--- src/rtl/stream_mux_pkg.sv ---
// rtl/stream_mux_pkg.sv - shared types for the two-channel packet stream arbiter
package stream_mux_pkg;

    typedef enum logic [1:0] {
        IDLE  = 2'd0,
        LOCK0 = 2'd1,
        LOCK1 = 2'd2
    } state_e;

endpackage

--- src/rtl/mux2_w.sv ---
// rtl/mux2_w.sv - WIDTH-bit 2:1 payload select
module mux2_w #(
    parameter int WIDTH = 8
) (
    input  logic             sel_i,
    input  logic [WIDTH-1:0] a_i,
    input  logic [WIDTH-1:0] b_i,
    output logic [WIDTH-1:0] y_o
);

    assign y_o = sel_i ? b_i : a_i;

endmodule

--- src/rtl/stream_mux_arbiter.sv ---
// rtl/stream_mux_arbiter.sv - two-channel stream mux with per-packet round-robin arbitration
module stream_mux_arbiter
    import stream_mux_pkg::*;
#(
    parameter int WIDTH = 8
) (
    input  logic             clk,
    input  logic             rst_n,
    input  logic             in0_valid,
    output logic             in0_ready,
    input  logic [WIDTH-1:0] in0_data,
    input  logic             in0_last,
    input  logic             in1_valid,
    output logic             in1_ready,
    input  logic [WIDTH-1:0] in1_data,
    input  logic             in1_last,
    output logic             out_valid,
    input  logic             out_ready,
    output logic [WIDTH-1:0] out_data,
    output logic             out_last,
    output logic             out_src
);

    state_e           state_q, state_d;
    logic             prio_q, prio_d;
    logic             out_valid_q, out_valid_d;
    logic [WIDTH-1:0] out_data_q, out_data_d;
    logic             out_last_q, out_last_d;
    logic             out_src_q, out_src_d;

    logic             grant0, grant1;
    logic             load, accept, sel, last_sel;
    logic [WIDTH-1:0] data_sel;

    mux2_w #(.WIDTH(WIDTH)) u_mux (
        .sel_i (sel),
        .a_i   (in0_data),
        .b_i   (in1_data),
        .y_o   (data_sel)
    );

    always_ff @(posedge clk or negedge rst_n) begin
        if (!rst_n) begin
            state_q     <= IDLE;
            prio_q      <= 1'b0;
            out_valid_q <= 1'b0;
            out_data_q  <= '0;
            out_last_q  <= 1'b0;
            out_src_q   <= 1'b0;
        end else begin
            state_q     <= state_d;
            prio_q      <= prio_d;
            out_valid_q <= out_valid_d;
            out_data_q  <= out_data_d;
            out_last_q  <= out_last_d;
            out_src_q   <= out_src_d;
        end
    end

    always_comb begin
        grant0      = 1'b0;
        grant1      = 1'b0;
        state_d     = state_q;
        prio_d      = prio_q;
        out_valid_d = out_valid_q;
        out_data_d  = out_data_q;
        out_last_d  = out_last_q;
        out_src_d   = out_src_q;

        unique case (state_q)
            IDLE: begin
                if (in0_valid && in1_valid) begin
                    grant0 = !prio_q;
                    grant1 = prio_q;
                end else begin
                    grant0 = in0_valid;
                    grant1 = in1_valid;
                end
            end
            LOCK0:   grant0 = in0_valid;
            LOCK1:   grant1 = in1_valid;
            default: ;
        endcase

        load = !out_valid_q || out_ready;
        // Ready is gated by rst_n so both inputs stall while reset is asserted.
        in0_ready = rst_n && load && grant0;
        in1_ready = rst_n && load && grant1;
        accept    = in0_ready || in1_ready;
        sel       = grant1;
        last_sel  = grant1 ? in1_last : in0_last;

        if (accept) begin
            out_valid_d = 1'b1;
            out_data_d  = data_sel;
            out_last_d  = last_sel;
            out_src_d   = sel;
            if (last_sel) begin
                state_d = IDLE;
                prio_d  = !sel;
            end else begin
                state_d = sel ? LOCK1 : LOCK0;
            end
        end else if (load) begin
            out_valid_d = 1'b0;
        end
    end

    assign out_valid = out_valid_q;
    assign out_data  = out_data_q;
    assign out_last  = out_last_q;
    assign out_src   = out_src_q;

endmodule

--- config.mk ---
export PLATFORM = sky130hd
export DESIGN_NAME = stream_mux_arbiter
export DESIGN_NICKNAME = d
export VERILOG_FILES = /design/src/rtl/stream_mux_pkg.sv /design/src/rtl/mux2_w.sv /design/src/rtl/stream_mux_arbiter.sv
export SDC_FILE = /design/constraint.sdc
export NUM_CORES = 1
export LEC_CHECK = 0
export ABC_CLOCK_PERIOD_IN_PS = 1700
export CAP_MARGIN = 20
export CORE_MARGIN = 10
export CORE_UTILIZATION = 35
export DETAILED_ROUTE_END_ITERATION = 8
export PLACE_DENSITY = 0.84
export SYNTH_ARGS = -nofsm -noshare
export SYNTH_HDL_FRONTEND = slang
export SYNTH_HIERARCHICAL = 1
export SYNTH_SLANG_ARGS = --single-unit
--- constraint.sdc ---
create_clock -name clk -period 1.7 [get_ports clk]
set_input_delay 0.425 -clock clk [delete_from_list [all_inputs] [get_ports clk]]
set_output_delay 0.425 -clock clk [all_outputs]
set_load 0.01 [all_outputs]
# Word-level counts from Yosys, hierarchy flattened

Index checks and enable logic that the tools add are counted.
W data, S select, Z words.

Eq/ne operators: 2
Multiplexer cells: 10
Reductions and logical operators: 12

Operators with widths:

| cell                 | count |
|---|---|
| $mux W8              | 1 |
| $mux W1              | 5 |
| $logic_and A1 B1 Y1  | 4 |
| $mux W2              | 2 |
| $pmux W1 S2          | 2 |
| $logic_not A1 Y1     | 3 |
| $eq A2 B1 Y1 const B | 1 |
| $eq A2 B2 Y1 const B | 1 |
| $logic_not A2 Y1     | 1 |
| $logic_or A1 B1 Y1   | 2 |
| $reduce_and A2 Y1    | 1 |
| $reduce_bool A2 Y1   | 1 |

Input bits: 23
Register bits after elaboration: 14
Logic and storage cells: 30
Output and inout port bits: 13

# Longest topological paths before layout

Gate-level depths: netlist (run 1).

Word-level depth: 6
Depth in mapped cells: 6
Gate-level depth less buffers: 5

# Cells and area by module

The synthesis (run 1) kept the hierarchy.

By module, submodules not included:

| module             | sequential area each (µm²) | cells an instance | area an instance (µm²) | instances |
|---|---|---|---|---|
| stream_mux_arbiter | 350.3                      | 48                | 646.9                  | 1 |
| mux2_w             | 0.0                        | 9                 | 131.4                  | 1 |

# Least setup slack after synthesis (run 1)

No wires, ideal clock.

Path type: register -> register
Start: register state_q[1]
End: register out_data_q[0], in the netlist out_data[0]
Slack: 107 ps
Buffers on the path: 1
Clock period less this slack: 1593 ps
Arrival: 1468 ps
Cell stages (with the launch flop): 7
Data required time: 1575 ps
Library setup time: 125 ps
Path through: dfrtp_1 nand2b_1 o21ai_1 inv_1 buf_6 mux2_4 mux2_4

Elaborated cells on any way between the ends: 9
Those cells by class: 2 x eq/ne; 3 x mux; 4 x reduce/logical

RTL lines:

| element                                          | RTL line                 | text |
|---|---|---|
| start: declaration                               | stream_mux_arbiter.sv:24 | `state_e state_q, state_d;` |
| start signal: assignment                         | stream_mux_arbiter.sv:51 | `state_q <= state_d;` |
| $eq A2 B2 Y1 or $logic_not A2 Y1 (tied branches) | stream_mux_arbiter.sv:70 | `unique case (state_q)` |
| $pmux W1 S2 (*)                                  | stream_mux_arbiter.sv:70 |  |
| via grant1                                       | stream_mux_arbiter.sv:31 | `logic grant0, grant1;` |
| $mux W8 (*)                                      | mux2_w.sv:11             | `assign y_o = sel_i ? b_i : a_i;` |
| via data_sel[0]                                  | stream_mux_arbiter.sv:33 | `logic [WIDTH-1:0] data_sel;` |
| end signal: assignment                           | stream_mux_arbiter.sv:54 | `out_data_q <= out_data_d;` |
| end: declaration                                 | stream_mux_arbiter.sv:27 | `logic [WIDTH-1:0] out_data_q, out_data_d;` |

Mark *: on every way through the listed nets, which the timed path passes. The rest lies on a longest branch.
A chain may end at the register's enable or synchronous reset.

# Worst setup path after layout (run 1)

Start: register state_q[1]
End: output in0_ready

Longest elaborated chain between the ends: 3
Elaborated cells on any way between the ends: 4
Those cells by class: 1 x eq/ne; 1 x mux; 2 x reduce/logical

Ends and longest elaborated chain:

| element                                          | RTL line                 | text |
|---|---|---|
| $eq A2 B1 Y1 or $logic_not A2 Y1 (tied branches) | stream_mux_arbiter.sv:70 |  |
| $pmux W1 S2 (*)                                  | stream_mux_arbiter.sv:70 |  |
| $logic_and A1 B1 Y1 (*)                          | stream_mux_arbiter.sv:87 | `in0_ready = rst_n && load && grant0;` |
| end: declaration                                 | stream_mux_arbiter.sv:10 | `output logic in0_ready,` |

Mark *: on every way between the ends. The rest lies on a longest branch, timed or not.

==> impl_metrics.yaml, run 1 <==
synth:
  synth.distinct_cells: 20
  ys_seq_area_share_pct: 45.02
  syn-num-nets: 80
  yosys_warnings: 6
  synth_area_per_cell_um2: 13.65
  netlist_instances: 57
  synth_seq_cells: 14
  syn_area_um2: 778.2
clock_tree:
  path_clk_slew_ps: 90
  cts_root_buffer: "clkbuf_4"
  cts_max_path_buffers: 2
  htree_num_levels: 1
  clock_latency_ps: 280
  clock_sinks: 14
  cts_hold_buf: 0
  cts-buffers-inserted: 3
  cts_tree: "done"
run_status:
  failed_checks: "setup timing"
  status: "complete, but fails checks"
timing:
  hold_viol: 0
  grt_setup_unrepaired: "true"
  fin_crit_ps: 1783
  setup-violations-final: 2
  period_share_pct: 104.9
  max_freq_mhz: 560.8
  skew_ps: 5.330
  whs_ps: 348.6
  slew_headroom_pct: 83.69
  fin_ws_ps: -83.11
  slew_violations: 0
  worst_pin_slew_ps: 244.7
worst_setup_path:
  crit_start: "state_q[1]"
  path_cells: "nor2b_4, and3_4, a21boi_4, buf_6"
  start_kind: "register"
  reg2reg_slack_ps: 60
  crit_family: "flip-flops"
  r2r_end: "out_data[3]"
  crit_fanout: 3
  critical_path_cell_count: 4
  rr_worst_depth: 6
  end_kind: "output pin"
  worst_path_max_delay_cell: "dfrtp_1"
  critPathArrivalTime_ps: 1360
  cp_slowest_stage_delay_ps: 430
  path_class: "register to output pin"
  endpoint: "in0_ready"
  worstPathRequired_ps: 1270
  critPathBufInv: 1
  rr_startpoint: "state_q[1]"
routing:
  vias_per_cell: 4.626
  drcViolationCount: 0
  drtIter0Drc: 23
  firstDrtPassIters: 3
  wl_per_cell_um: 15.87
  ant_nets: 0
  vias: 643
  drt-total-wl_um: 2206
final_layout:
  nets: 135
  area_growth_pct: 71.70
  nFillCells: 190
  seqCellArea_um2: 350.3
  final_cells: 139
  final_common_cell: "clkdlybuf4s50_1"
  mostFrequentLayoutCells: "clkdlybuf4s50_1 (27), buf_4 (16), mux2_4 (15), dfrtp_1 (14)"
  post_route_cells_drive_above_1_share_pct: 42.34
  antenna_cells: 0
  multi_input_area_um2: 427.9
die:
  num_rows: 17
  initial_core_util_pct: 35.87
  core_area_mm2: 0.002170
  ios: 36
  die_height_um: 67.16
  die_w_um: 67.16
  dieArea_mm2: 0.004510
place:
  gp_congestion: 0.7824
  place_hpwl_um: 1694
  port-buffer-count: 35
  numPlacedInstances: 130
global_routing:
  antenna_found_initial: 0
  grt_remaining_overflow: 0
  first_global_vias: 751
  grt_pass1_wl_um: 3463
  grt_usage_pct: 10.04
  grt_max_degree: 17
pwr:
  power_density_mw_per_mm2: 1451
  p_leak_nw: 0.6593
  ir_drop_uv: 752.3
  p_total_mw: 1.939
hold_path:
  hp-class: "primary input to async pin"
job:
  maxCapViolations: 0
-- cells by family (layout without fill, tap and decap cells) --
kind of cell	after synthesis	count (layout)	synth area share, %
AO/OA/AOI/OAI	10	10	7.877
buffers and inverters	3	57	3.376
AND/OR/NAND/NOR	13	13	12.06
multiplexers	17	17	31.67
flip-flops	14	14	45.02
-- metal layers --
| metal | wire length, µm | vias to the layer above | GRT usage, % |
|---|---|---|---|
| met2 | 1109 | 30 | 17.54 |
| li1 | - | 311 | - |
| met4 | 0 | 0 | 3.077 |
| met1 | 791 | 302 | 9.808 |
| met3 | 305 | 0 | 5.950 |
| met5 | 0 | - | 0 |
-- stage by stage --
stage / setup TNS (ps) / worst slack (ps) / instance area, µm² / utilization [%]
2_1_floorplan: 0 / 106.7 / 778.2 / -
3_3_place_gp: -5413 / -750.2 / 1244 / 57.32
3_5_place_dp: -6068 / -858.3 / 1244 / 57.32
4_1_cts: -184.0 / -100.4 / 1313 / 60.50
5_1_grt: -300.5 / -147.5 / 1336 / 61.59
6_report: -141.0 / -83.11 / 1336 / 61.59
-- Yosys cell counts (all sizes together) --
library cell,instances,area share [%]
a21oi,5,3.2
nand2,3,1.4
nor2b,2,3.5
buf,2,2.9
a31oi,1,0.80
o211ai,1,1.6
nand2b,2,2.6
and3,3,2.6
nor2,2,0.96
inv,1,0.48
o21ai,2,1.3
mux2i,1,1.3
dfrtp,14,45
mux2,16,30
a21boi,1,0.96
or2b,1,0.96
-- worst min-delay path by stage --
stage                         from     endpoint
after floorplan              rst_n  out_data[0]
after global placement    out_last     out_last
after detailed placement  out_last     out_last
after CTS                    rst_n  out_data[2]
after global routing         rst_n  out_data[2]
final                        rst_n  out_data[4]
-- power breakdown --
| group | total (mW) | switching [mW] | internal (mW) | leakage (nW) |
|---|---|---|---|---|
| Combinational | 1.07 | 0.372 | 0.694 | 0.474 |
| Sequential | 0.636 | 0.136 | 0.500 | 0.165 |
| Clock | 0.237 | 0.107 | 0.130 | 0.0210 |
| Total | 1.94 | 0.615 | 1.32 | 0.659 |
-- tightest hold or removal path: cells and delay by family --
kind / cells / cell delay, ps
buffers and inverters: 3 / 570
-- registers in the layout, summed over array words and instances, names as in the netlist --
name,flops
out_data,8
out_last,1
out_src,1
out_valid,1
prio_q,1
state_q,2
-- layout make-up --
class,instances,area share [%]
tap,28,2.622
clock buffer,4,2.715
timing repair buffer,52,36.14
sequential,14,26.22
inverter,1,0.2809
multi-input combinational,40,32.02
-- timing repair --
item | in CTS | in global routing
setup buffers | 5 | 1
resized for setup | 18 | 3
endpoints found under the setup margin | 11 | 11
pin swaps | 2 | 1
Power figures use the tool's default switching activity.
==> run 2, diff against run 1 <==
--- a/config.mk
+++ b/config.mk
@@ -5,12 +5,13 @@
 export SDC_FILE = /design/constraint.sdc
 export NUM_CORES = 1
 export LEC_CHECK = 0
-export ABC_CLOCK_PERIOD_IN_PS = 1700
+export ABC_CLOCK_PERIOD_IN_PS = 1710
 export CAP_MARGIN = 20
 export CORE_MARGIN = 10
 export CORE_UTILIZATION = 35
 export DETAILED_ROUTE_END_ITERATION = 8
-export PLACE_DENSITY = 0.84
+export GPL_TIMING_DRIVEN = 0
+export PLACE_DENSITY = 0.82
 export SYNTH_ARGS = -nofsm -noshare
 export SYNTH_HDL_FRONTEND = slang
 export SYNTH_HIERARCHICAL = 1
==> constraint.sdc (replaced) <==
create_clock -name clk -period 1.71 [get_ports clk]
set_input_delay 0.4275 -clock clk [delete_from_list [all_inputs] [get_ports clk]]
set_output_delay 0.4275 -clock clk [all_outputs]
set_load 0.01 [all_outputs]
==> impl_metrics.yaml, run 2 (synthesized netlist as in run 1, its figures left out) <==
global_routing:
  grt_pass1_wl_um: 3505
  grt_usage_pct: 10.45
  antenna_found_initial: 0
  first_global_vias: 729
  grt_remaining_overflow: 0
  grt_max_degree: 15
timing:
  fin_ws_ps: -40.42
  hold_viol: 0
  tns_ps: -66.89
  whs_ps: 499.7
  worst_pin_slew_ps: 614.7
  max_freq_mhz: 571.3
  period_share_pct: 102.4
  fin_crit_ps: 1750
  setup-violations-final: 2
  slew_violations: 0
  grt_setup_unrepaired: "true"
  slew_headroom_pct: 58.89
  skew_ps: 2.886
die:
  core_area_mm2: 0.002170
  initial_core_util_pct: 35.87
  die_w_um: 67.16
  num_rows: 17
  ios: 36
  die_height_um: 67.16
  dieArea_mm2: 0.004510
pwr:
  ir_drop_uv: 840.4
  p_total_mw: 1.814
  power_density_mw_per_mm2: 1412
  p_leak_nw: 0.6119
final_layout:
  antenna_cells: 0
  area_growth_pct: 65.11
  nets: 128
  post_route_cells_drive_above_1_share_pct: 40.78
  mostFrequentLayoutCells: "clkdlybuf4s50_1 (28), mux2_4 (15), dfrtp_1 (14), buf_4 (9), a21oi_1 (5)"
  seqCellArea_um2: 350.3
  multi_input_area_um2: 440.4
  final_common_cell: "clkdlybuf4s50_1"
  nFillCells: 189
  final_cells: 131
  largest_register_ffs: 8
place:
  gp_congestion: 0.7561
  place_hpwl_um: 1550
  port-buffer-count: 35
  pre_cts_ws_ps: -1371
  numPlacedInstances: 120
routing:
  drcViolationCount: 0
  drt-total-wl_um: 2145
  ant_nets: 0
  wl_per_cell_um: 16.37
  firstDrtPassIters: 2
  vias_per_cell: 4.740
  drtIter0Drc: 4
  vias: 621
clock_tree:
  cts_tree: "done"
  cts_max_path_buffers: 2
  cts-buffers-inserted: 3
  clock_latency_ps: 290
  cts_root_buffer: "clkbuf_4"
  path_clk_slew_ps: 80
  clock_sinks: 14
  htree_num_levels: 1
job:
  maxCapViolations: 0
run_status:
  failed_checks: "setup timing"
  status: "complete, but fails checks"
worst_setup_path:
  crit_fanout: 3
  end_kind: "output pin"
  critPathArrivalTime_ps: 1320
  worstPathRequired_ps: 1280
  start_kind: "register"
  path_class: "register to output pin"
hold_path:
  hp-class: "register to register"
run 2: power by group:
group / internal, mW / switching [mW]
combinational: 0.640 / 0.356
sequential: 0.497 / 0.135
clock: 0.0820 / 0.104
run 2: critical path, stage by stage (launching register included):
cell and delay (ps):
dfrtp_1 420, nand2b_4 160, o21ai_4 130, inv_2 50, and3_4 160, buf_6 120
run 2: what timing repair did:
item / CTS / global route
endpoints found under the hold margin: 14 / 0
hold buffers: 1 / 0
setup endpoints to repair: 15 / 11
pin swaps: 1 / 1
resized for setup: 25 / 6
setup buffers: 7 / 1
run 2: worst paths after layout:
kind                       startpoint           to  slack, ps  cells past startpoint
hold / removal               out_last     out_last        500                      2
setup reg to reg           state_q[1]  out_data[0]         80                      6
max in group asynchronous       rst_n  out_data[7]        590                      2
setup / recovery           state_q[1]    in1_ready        -40                      5
min in group asynchronous       rst_n  out_data[0]        730                      2
hold reg to reg              out_last     out_last        500                      2
run 2: final cells by class:
cell class | count | share of cell area [%]
Buffer | 1 | 0.8763
Clock buffer | 3 | 1.753
Inverter | 1 | 0.2921
Multi-Input combinational cell | 40 | 34.27
Sequential cell | 14 | 27.26
Tap cell | 28 | 2.726
Timing Repair Buffer | 44 | 32.81
run 2: metal layers:
| layer | part of all wire, % | global-route usage [%] | vias up |
|---|---|---|---|
| met2 | 48 | 16.23 | 30 |
| li1 | - | - | 295 |
| met3 | 14 | 6.612 | 5 |
| met1 | 37 | 10.58 | 291 |
| met5 | 0 | 0 | - |
| met4 | 2.0 | 5.897 | 0 |
run 2: stage by stage:
stage,cell area [µm²],util (%)
after floorplan,778.2,-
after global placement,1164,53.63
after detailed placement,1164,53.63
after CTS,1242,57.27
after global routing,1285,59.23
final,1285,59.23
==> run 3, diff against run 2 <==
--- a/config.mk
+++ b/config.mk
@@ -8,10 +8,10 @@
 export ABC_CLOCK_PERIOD_IN_PS = 1710
 export CAP_MARGIN = 20
 export CORE_MARGIN = 10
-export CORE_UTILIZATION = 35
+export CORE_UTILIZATION = 30
 export DETAILED_ROUTE_END_ITERATION = 8
 export GPL_TIMING_DRIVEN = 0
-export PLACE_DENSITY = 0.82
+export PLACE_DENSITY = 0.73
 export SYNTH_ARGS = -nofsm -noshare
 export SYNTH_HDL_FRONTEND = slang
 export SYNTH_HIERARCHICAL = 1
==> impl_metrics.yaml, run 3 (synthesized netlist as in run 1, its figures left out) <==
pwr:
  power_density_mw_per_mm2: 1435
  p_leak_nw: 0.6210
  ir_drop_uv: 854.7
clock_tree:
  path_clk_slew_ps: 90
  cts-buffers-inserted: 3
  clock_sinks: 14
  cts_tree: "done"
  clock_latency_ps: 280
  cts_root_buffer: "clkbuf_4"
  cts_max_path_buffers: 2
  htree_num_levels: 1
  cts_hold_buf: 0
worst_setup_path:
  critPathArrivalTime_ps: 1350
  path_cells: "nor2b_4, and3_4, a21boi_4, buf_6"
  crit_fanout: 3
  cp_slowest_stage_delay_ps: 430
  crit_family: "flip-flops"
  start_kind: "register"
  worstPathRequired_ps: 1280
  worst_path_max_delay_cell: "dfrtp_1"
  critPathBufInv: 1
  path_class: "register to output pin"
  end_kind: "output pin"
routing:
  vias_per_cell: 4.545
  ant_nets: 0
  drcViolationCount: 0
  firstDrtPassIters: 2
  vias: 609
  drtIter0Drc: 23
  drt-total-wl_um: 2004
  wl_per_cell_um: 14.96
global_routing:
  grt_pass1_wl_um: 3401
  grt_usage_pct: 8.247
  antenna_found_initial: 0
  grt_remaining_overflow: 0
  first_global_vias: 702
  grt_max_degree: 19
final_layout:
  multi_input_area_um2: 435.4
  post_route_cells_drive_above_1_share_pct: 41.35
  final_area_mm2: 0.001287
  seqCellArea_um2: 350.3
  nets: 128
  mostFrequentLayoutCells: "clkdlybuf4s50_1 (28), mux2_4 (15), dfrtp_1 (14), buf_4 (9), a21oi_1 (5)"
  area_growth_pct: 65.43
  largest_register_ffs: 8
  antenna_cells: 0
  nFillCells: 236
  final_common_cell: "clkdlybuf4s50_1"
die:
  die_height_um: 70.93
  initial_core_util_pct: 31.41
  core_area_mm2: 0.002477
  dieArea_mm2: 0.005031
  num_rows: 18
  die_w_um: 70.93
  ios: 36
timing:
  max_freq_mhz: 563.0
  slew_headroom_pct: 80.32
  worst_pin_slew_ps: 295.1
  whs_ps: 22.90
  slew_violations: 0
  fin_ws_ps: -66.07
  hold_viol: 0
  fin_crit_ps: 1776
  tns_ps: -126.0
  period_share_pct: 103.9
  setup-violations-final: 2
  skew_ps: 1.171
  grt_setup_unrepaired: "true"
place:
  gp_congestion: 0.7367
  placed_area_mm2: 0.001166
  port-buffer-count: 35
  pre_cts_ws_ps: -1331
run_status:
  failed_checks: "setup timing"
  status: "complete, but fails checks"
hold_path:
  hp-class: "primary input to async pin"
job:
  maxCapViolations: 0
## run 3: changes by cell type in the layout (fill, tap and decap cells not counted)
| cell | before | now |
|---|---|---|
| and3_4 | 2 | 1 |
| clkbuf_4 | 3 | 4 |
| and3_1 | 1 | 2 |
| dlygate4sd3_1 | 1 | 0 |
| buf_6 | 3 | 2 |
| buf_2 | 0 | 1 |
| clkbuf_8 | 0 | 1 |
## run 3: final cells by class
class	instances	share of cell area [%]
well taps	30	2.915
repair buffers	44	32.07
clock buffers	4	2.818
multi-input cells	40	33.82
inverters	1	0.2915
flip-flops and latches	14	27.21
plain buffers	1	0.8746
## run 3: metrics by stage
stage                     cells  power, mW  utilization (%)
after global routing        134      1.987            51.97
after detailed placement    122      1.533            47.07
after CTS                   131      1.842            50.45
after floorplan              57      1.110                -
after global placement      122      1.509            47.07
final                       134      1.847            51.97
## run 3: layer usage
layer / GRT usage [%] / up-vias / routed length (µm)
met4: 2.581 / 0 / 14
met1: 9.120 / 279 / 872
met5: 0 / - / 0
met2: 12.96 / 30 / 894
met3: 4.881 / 2 / 221
li1: - / 298 / -
## run 3: path summary, 6_finish.rpt
| kind | depth (start not counted) | slack, ps | from | to |
|---|---|---|---|---|
| max reg2reg | 6 | 70 | state_q[1] | out_data[0] |
| min reg2reg | 1 | 510 | out_data[7] | out_data[7] |
| max in group asynchronous | 1 | 1500 | rst_n | out_src |
| min in group clk | 1 | 510 | out_data[7] | out_data[7] |
| max | 4 | -70 | state_q[1] | in0_ready |
| min | 1 | 20 | rst_n | out_data[4] |
## run 3: power by group
part           internal, mW  switching, mW  leakage, nW
clock                 0.130          0.109       0.0210
sequential            0.496          0.135        0.165
combinational         0.632          0.345        0.435
total                  1.26          0.589        0.621
## run 3: timing repair
item / in CTS / in global routing
buffers inserted: 5 / 4
pin swaps: 1 / 2
resized for setup: 25 / 4
setup endpoints to repair: 15 / 6
